[src/rtl/cell_render_queue.sv]
// Purpose: queues changed grid cells from the frame tracker and expands each into an LCD
//          draw sequence (CASET x0 x1, PASET y0 y1, RAMWR, CELL_W*CELL_H colour words).
// Latency: diff at edge k -> pop at edge k+1 -> first command word valid after edge k+2.
// Backpressure: words are held until out_valid && out_ready; scan_en throttles the tracker.
// Ports: clk/nrst (async active-low); diff,x,y,obj_code = tracker cell report;
//        scan_en = tracker scan enable; out_valid/out_ready/out_is_cmd/out_data = LCD word
//        stream; busy = work pending; overflow = sticky dropped-push flag.
module cell_render_queue #(
  parameter int          DEPTH      = 4,
  parameter int          CELL_W     = 20,
  parameter int          CELL_H     = 20,
  parameter logic [15:0] COL_EMPTY  = 16'h0000,
  parameter logic [15:0] COL_SNAKE  = 16'h07E0,
  parameter logic [15:0] COL_APPLE  = 16'hF800,
  parameter logic [15:0] COL_BORDER = 16'hFFFF
) (
  input  logic        clk,
  input  logic        nrst,
  input  logic        diff,
  input  logic [3:0]  x,
  input  logic [3:0]  y,
  input  logic [1:0]  obj_code,
  output logic        scan_en,
  output logic        out_valid,
  input  logic        out_ready,
  output logic        out_is_cmd,
  output logic [15:0] out_data,
  output logic        busy,
  output logic        overflow
);

  localparam int          AW       = (DEPTH > 1) ? $clog2(DEPTH) : 1;
  localparam logic [AW:0] FULL_CNT = (AW+1)'(DEPTH);
  localparam logic [AW:0] SCAN_MAX = (AW+1)'(DEPTH - 2);
  localparam logic [15:0] CW       = 16'(CELL_W);
  localparam logic [15:0] CH       = 16'(CELL_H);
  localparam logic [15:0] PIX_LAST = 16'(CELL_W * CELL_H - 1);

  typedef enum logic [3:0] {
    S_IDLE, S_CASET, S_XS, S_XE, S_PASET, S_YS, S_YE, S_RAMWR, S_PIX
  } state_t;

  // ---------------------------------------------------------------- FIFO
  logic [9:0]    mem_q [DEPTH];
  logic [AW-1:0] wr_ptr_q, rd_ptr_q;
  logic [AW:0]   count_q;
  logic          overflow_q;

  state_t        state_q;
  logic          load_q;     // head popped into working regs, CASET issued next edge
  logic [3:0]    wx_q, wy_q;
  logic [1:0]    wcode_q;
  logic [15:0]   pix_q;
  logic          out_valid_q, out_is_cmd_q;
  logic [15:0]   out_data_q;

  logic          full, pop, push, hs;
  logic [9:0]    head;

  assign full = (count_q == FULL_CNT);
  assign pop  = (state_q == S_IDLE) && !load_q && (count_q != '0);
  // A full FIFO still accepts a push when the same edge pops an entry.
  assign push = diff && (!full || pop);
  assign head = mem_q[rd_ptr_q];
  assign hs   = out_valid_q && out_ready;

  always_ff @(posedge clk) begin
    if (push) mem_q[wr_ptr_q] <= {x, y, obj_code};
  end

  always_ff @(posedge clk or negedge nrst) begin
    if (!nrst) begin
      wr_ptr_q   <= '0;
      rd_ptr_q   <= '0;
      count_q    <= '0;
      overflow_q <= 1'b0;
    end else begin
      if (push) wr_ptr_q <= wr_ptr_q + 1'b1;
      if (pop)  rd_ptr_q <= rd_ptr_q + 1'b1;
      case ({push, pop})
        2'b10:   count_q <= count_q + 1'b1;
        2'b01:   count_q <= count_q - 1'b1;
        default: count_q <= count_q;
      endcase
      if (diff && full && !pop) overflow_q <= 1'b1;
    end
  end

  // ---------------------------------------------------------- geometry
  logic [15:0] x0, x1, y0, y1, colour;

  assign x0 = {12'd0, wx_q} * CW;
  assign x1 = x0 + CW - 16'd1;
  assign y0 = {12'd0, wy_q} * CH;
  assign y1 = y0 + CH - 16'd1;

  always_comb begin
    colour = COL_EMPTY;
    case (wcode_q)
      2'b00:   colour = COL_EMPTY;
      2'b01:   colour = COL_SNAKE;
      2'b10:   colour = COL_APPLE;
      default: colour = COL_BORDER;
    endcase
  end

  // --------------------------------------------------------------- FSM
  // Outputs are registered: each handshake loads the word for the state being entered.
  always_ff @(posedge clk or negedge nrst) begin
    if (!nrst) begin
      state_q      <= S_IDLE;
      load_q       <= 1'b0;
      wx_q         <= '0;
      wy_q         <= '0;
      wcode_q      <= '0;
      pix_q        <= '0;
      out_valid_q  <= 1'b0;
      out_is_cmd_q <= 1'b0;
      out_data_q   <= '0;
    end else begin
      case (state_q)
        S_IDLE: begin
          if (load_q) begin
            load_q       <= 1'b0;
            state_q      <= S_CASET;
            out_valid_q  <= 1'b1;
            out_is_cmd_q <= 1'b1;
            out_data_q   <= 16'h002A;
          end else if (pop) begin
            wx_q    <= head[9:6];
            wy_q    <= head[5:2];
            wcode_q <= head[1:0];
            load_q  <= 1'b1;
          end
        end
        S_CASET: if (hs) begin
          state_q <= S_XS;  out_is_cmd_q <= 1'b0; out_data_q <= x0;
        end
        S_XS: if (hs) begin
          state_q <= S_XE;  out_is_cmd_q <= 1'b0; out_data_q <= x1;
        end
        S_XE: if (hs) begin
          state_q <= S_PASET; out_is_cmd_q <= 1'b1; out_data_q <= 16'h002B;
        end
        S_PASET: if (hs) begin
          state_q <= S_YS;  out_is_cmd_q <= 1'b0; out_data_q <= y0;
        end
        S_YS: if (hs) begin
          state_q <= S_YE;  out_is_cmd_q <= 1'b0; out_data_q <= y1;
        end
        S_YE: if (hs) begin
          state_q <= S_RAMWR; out_is_cmd_q <= 1'b1; out_data_q <= 16'h002C;
        end
        S_RAMWR: if (hs) begin
          state_q <= S_PIX; out_is_cmd_q <= 1'b0; out_data_q <= colour;
          pix_q   <= '0;
        end
        S_PIX: if (hs) begin
          if (pix_q == PIX_LAST) begin
            pix_q        <= '0;
            state_q      <= S_IDLE;
            out_valid_q  <= 1'b0;
            out_is_cmd_q <= 1'b0;
            out_data_q   <= '0;
          end else begin
            pix_q <= pix_q + 16'd1;
          end
        end
        default: begin
          state_q     <= S_IDLE;
          out_valid_q <= 1'b0;
        end
      endcase
    end
  end

  assign scan_en    = (count_q <= SCAN_MAX);
  assign out_valid  = out_valid_q;
  assign out_is_cmd = out_is_cmd_q;
  assign out_data   = out_data_q;
  // The popped-but-not-yet-drawn cycle still counts as outstanding work.
  assign busy       = (state_q != S_IDLE) || load_q || (count_q != '0);
  assign overflow   = overflow_q;

endmodule

[config.mk]
export PLATFORM = sky130hd
export DESIGN_NAME = cell_render_queue
export DESIGN_NICKNAME = d
export VERILOG_FILES = /design/src/rtl/cell_render_queue.sv
export SDC_FILE = /design/constraint.sdc
export NUM_CORES = 1
export LEC_CHECK = 0
export ABC_CLOCK_PERIOD_IN_PS = 5500
export CAP_MARGIN = 0
export CORE_AREA = 2 2 96 98
export CTS_CLUSTER_DIAMETER = 30
export DETAILED_ROUTE_END_ITERATION = 7
export DIE_AREA = 0 0 98 100
export PLACE_DENSITY = 0.75
export SLEW_MARGIN = 10
export SYNTH_ARGS = -nofsm -noshare
export SYNTH_HDL_FRONTEND = slang
export SYNTH_SLANG_ARGS = --single-unit
[constraint.sdc]
create_clock -name clk -period 5.5 [get_ports clk]
set_clock_uncertainty 0.05 [all_clocks]
set_input_delay 1.1 -clock clk [delete_from_list [all_inputs] [get_ports clk]]
set_output_delay 1.1 -clock clk [all_outputs]
set_load 0.005 [all_outputs]
==> qor.yml <==
ys_top_cells_by_count: "dfrtp_1, edfxtp_1, nand2_1"
yosysUniqueCellTypes: 61
synth_ff_type: "dfrtp_1"
cts_htree_levels: 3
grtUsageTotal: 0.1963
drv_cap: 0
dieWidth_um: 98
remaining_drc_errors: 0
grt_pass1_wl_um: 15140
wl_per_cell_um: 17.43
wl_um: 9204
grt_overflow: 0
rsz0062_at_grt: "no"
design.die.area_mm2: 0.009800
critPathKind: "reg -> out"
synthTopCellsByArea: "dfrtp_1, edfxtp_1, mux4_2"
gp_congestion: 0.9300
holdBufCountCts: 0
setup.worst_path.end_class: "primary output"
finalNetCount: 445
arrival_ps: 2330
syn_inst: 387
vias: 3164
antenna_found_initial: 0
drtPass1Iterations: 4
ir_worst_vdd_uv: 290.5
syn_avg_cell_area_um2: 12.25
finalCriticalPeriod_ps: 3484
die_h_um: 100
clock_path_buffers: 2
seqCellArea_mm2: 0.002527
fin_tns_setup_ps: 0
slew_violations: 0
initial_core_util: 0.5331
powerDensity_mw_per_mm2: 555.2
synth_nets: 420
synth_seq_cells: 93
hold_path.class: "reg -> reg"
syn2layout_area_growth_pct: 11.69
yosys.area.top_type: "dfrtp_1"
antenna_cells: 0
async_reset_ff_frac: 0.5699
cts_tree: "done"
worst_pin_slew_ps: 954.6
core_mm2: 0.008890
fmax_mhz: 287.0
min_period_over_period: 0.6334
synth_top_area_frac: 0.2798
drt_iter0_markers: 213
outcome: "complete, no violations"
drive_gt1_frac: 0.1127
multi_input_area_mm2: 0.002038
ios: 35
cts_repair_resize_count: 0
ant_nets: 0
seq_area_frac_synth: 0.5333
setup_viol: 0
cts-root-buf: "clkbuf_8"
synth.cell_area_mm2: 0.004740
grt_pass1_vias: 2998
yosysMostFrequentCell: "dfrtp_1"
hold_viol: 0
numCtsBuffers: 9
crit_path_start_kind: "flop"
leakage_nw: 2.117
grt_max_degree: 54
fillers: 728
synth_edf_count: 40
clk_latency_ps: 370
path_clk_slew_ps: 100
post-route-util: 0.5955
max_slew_margin: 0.3546
cts_sinks: 93
vias_per_cell: 5.992
yosys_warnings: 0
postCtsSetupBuffers: 0
power_w: 0.002939
required_ps: 4350
rows: 35
cp_max_fo: 20
portBuffers: 34
place_hpwl_um: 6464
## area by class of cell
| cell class | count | area share |
|---|---|---|
| inverter | 13 | 0.009218 |
| tap | 111 | 0.02623 |
| sequential | 93 | 0.4774 |
| timing repair buffer | 35 | 0.06476 |
| clock inverter | 7 | 0.01394 |
| multi-input combinational | 260 | 0.3850 |
| clock buffer | 9 | 0.02340 |
## where the power goes
| group | switching (W) | internal (W) |
|---|---|---|
| Clock | 0.000276 | 0.000180 |
| Sequential | 0.000245 | 0.000937 |
| Combinational | 0.000630 | 0.000671 |
| Total | 0.00115 | 0.00179 |
## flip-flops by register name (all words and copies together) (netlist names)
name        cells
out_valid       1
overflow        1
out_data       12
state_q         4
load_q          1
rd_ptr_q        2
wr_ptr_q        2
wx_q            4
wy_q            4
mem_q          40
out_is_cmd      1
count_q         3
pix_q          16
wcode_q         2
## routing by layer
layer	wire length, um	track usage	vias up
li1	-	-	1492
met1	4108	0.2740	1569
met2	4481	0.3135	91
met3	476	0.03830	12
met4	137	0.06517	0
met5	0	0	-
## placed cells by master, fill, tap and decap left out, drive strengths merged, types with 4 or more instances in the layout
| master | n |
|---|---|
| a21o | 4 |
| and3 | 7 |
| inv | 18 |
| mux2 | 19 |
| clkdlybuf4s50 | 33 |
| nor2b | 5 |
| or3 | 6 |
| edfxtp | 40 |
| nand2 | 27 |
| a22o | 6 |
| nand4 | 7 |
| a21oi | 10 |
| xnor2 | 6 |
| clkbuf | 9 |
| xor2 | 9 |
| nor4b | 4 |
| o31ai | 4 |
| and2 | 4 |
| nor3 | 8 |
| mux4 | 10 |
| o21ai | 24 |
| ha | 16 |
| nand2b | 5 |
| nand3 | 19 |
| dfrtp | 53 |
| nor2 | 18 |
## cells by family (layout without fill, tap and decap cells)
group	count (synthesis)	count (layout)	share of synthesized area
buffers and inverters	34	64	0.03669
DFF	93	93	0.5333
muxes	32	32	0.09900
AOI/OAI and AO/OA	74	74	0.1048
and+or+nand+nor	120	120	0.1420
xor gates and xnor gates	15	15	0.02930
adders and majority gates	19	19	0.05491
## per-stage QoR
step | cells | setup WS [ps] | cell area (um^2) | hold slack [ps]
6_report | 528 | 2016 | 5294 | 440.4
4_1_cts | 528 | 2018 | 5294 | 453.3
3_3_place_gp | 512 | 2437 | 5096 | 438.0
3_5_place_dp | 512 | 2350 | 5096 | 429.4
2_1_floorplan | 387 | 2715 | 4740 | 410.2
5_1_grt | 528 | 1853 | 5294 | 464.3
## critical path, cell delays in order (launching register included)
cell	delay, ps
dfrtp_1	600
or3_1	500
nor3_1	290
nand2_1	100
clkdlybuf4s50_1	480
## worst paths after layout
path / start / end / slack, ps / cells after the start
min: overflow / overflow / 440 / 1
min in group asynchronous: nrst / out_data[7] / 800 / 2
max reg2reg: state_q[0] / count_q[2] / 2320 / 9
min reg2reg: overflow / overflow / 440 / 1
max: state_q[0] / busy / 2020 / 4
max in group asynchronous: nrst / pix_q[0] / 4140 / 2
No activity file was read; power rests on OpenSTA's default activity.
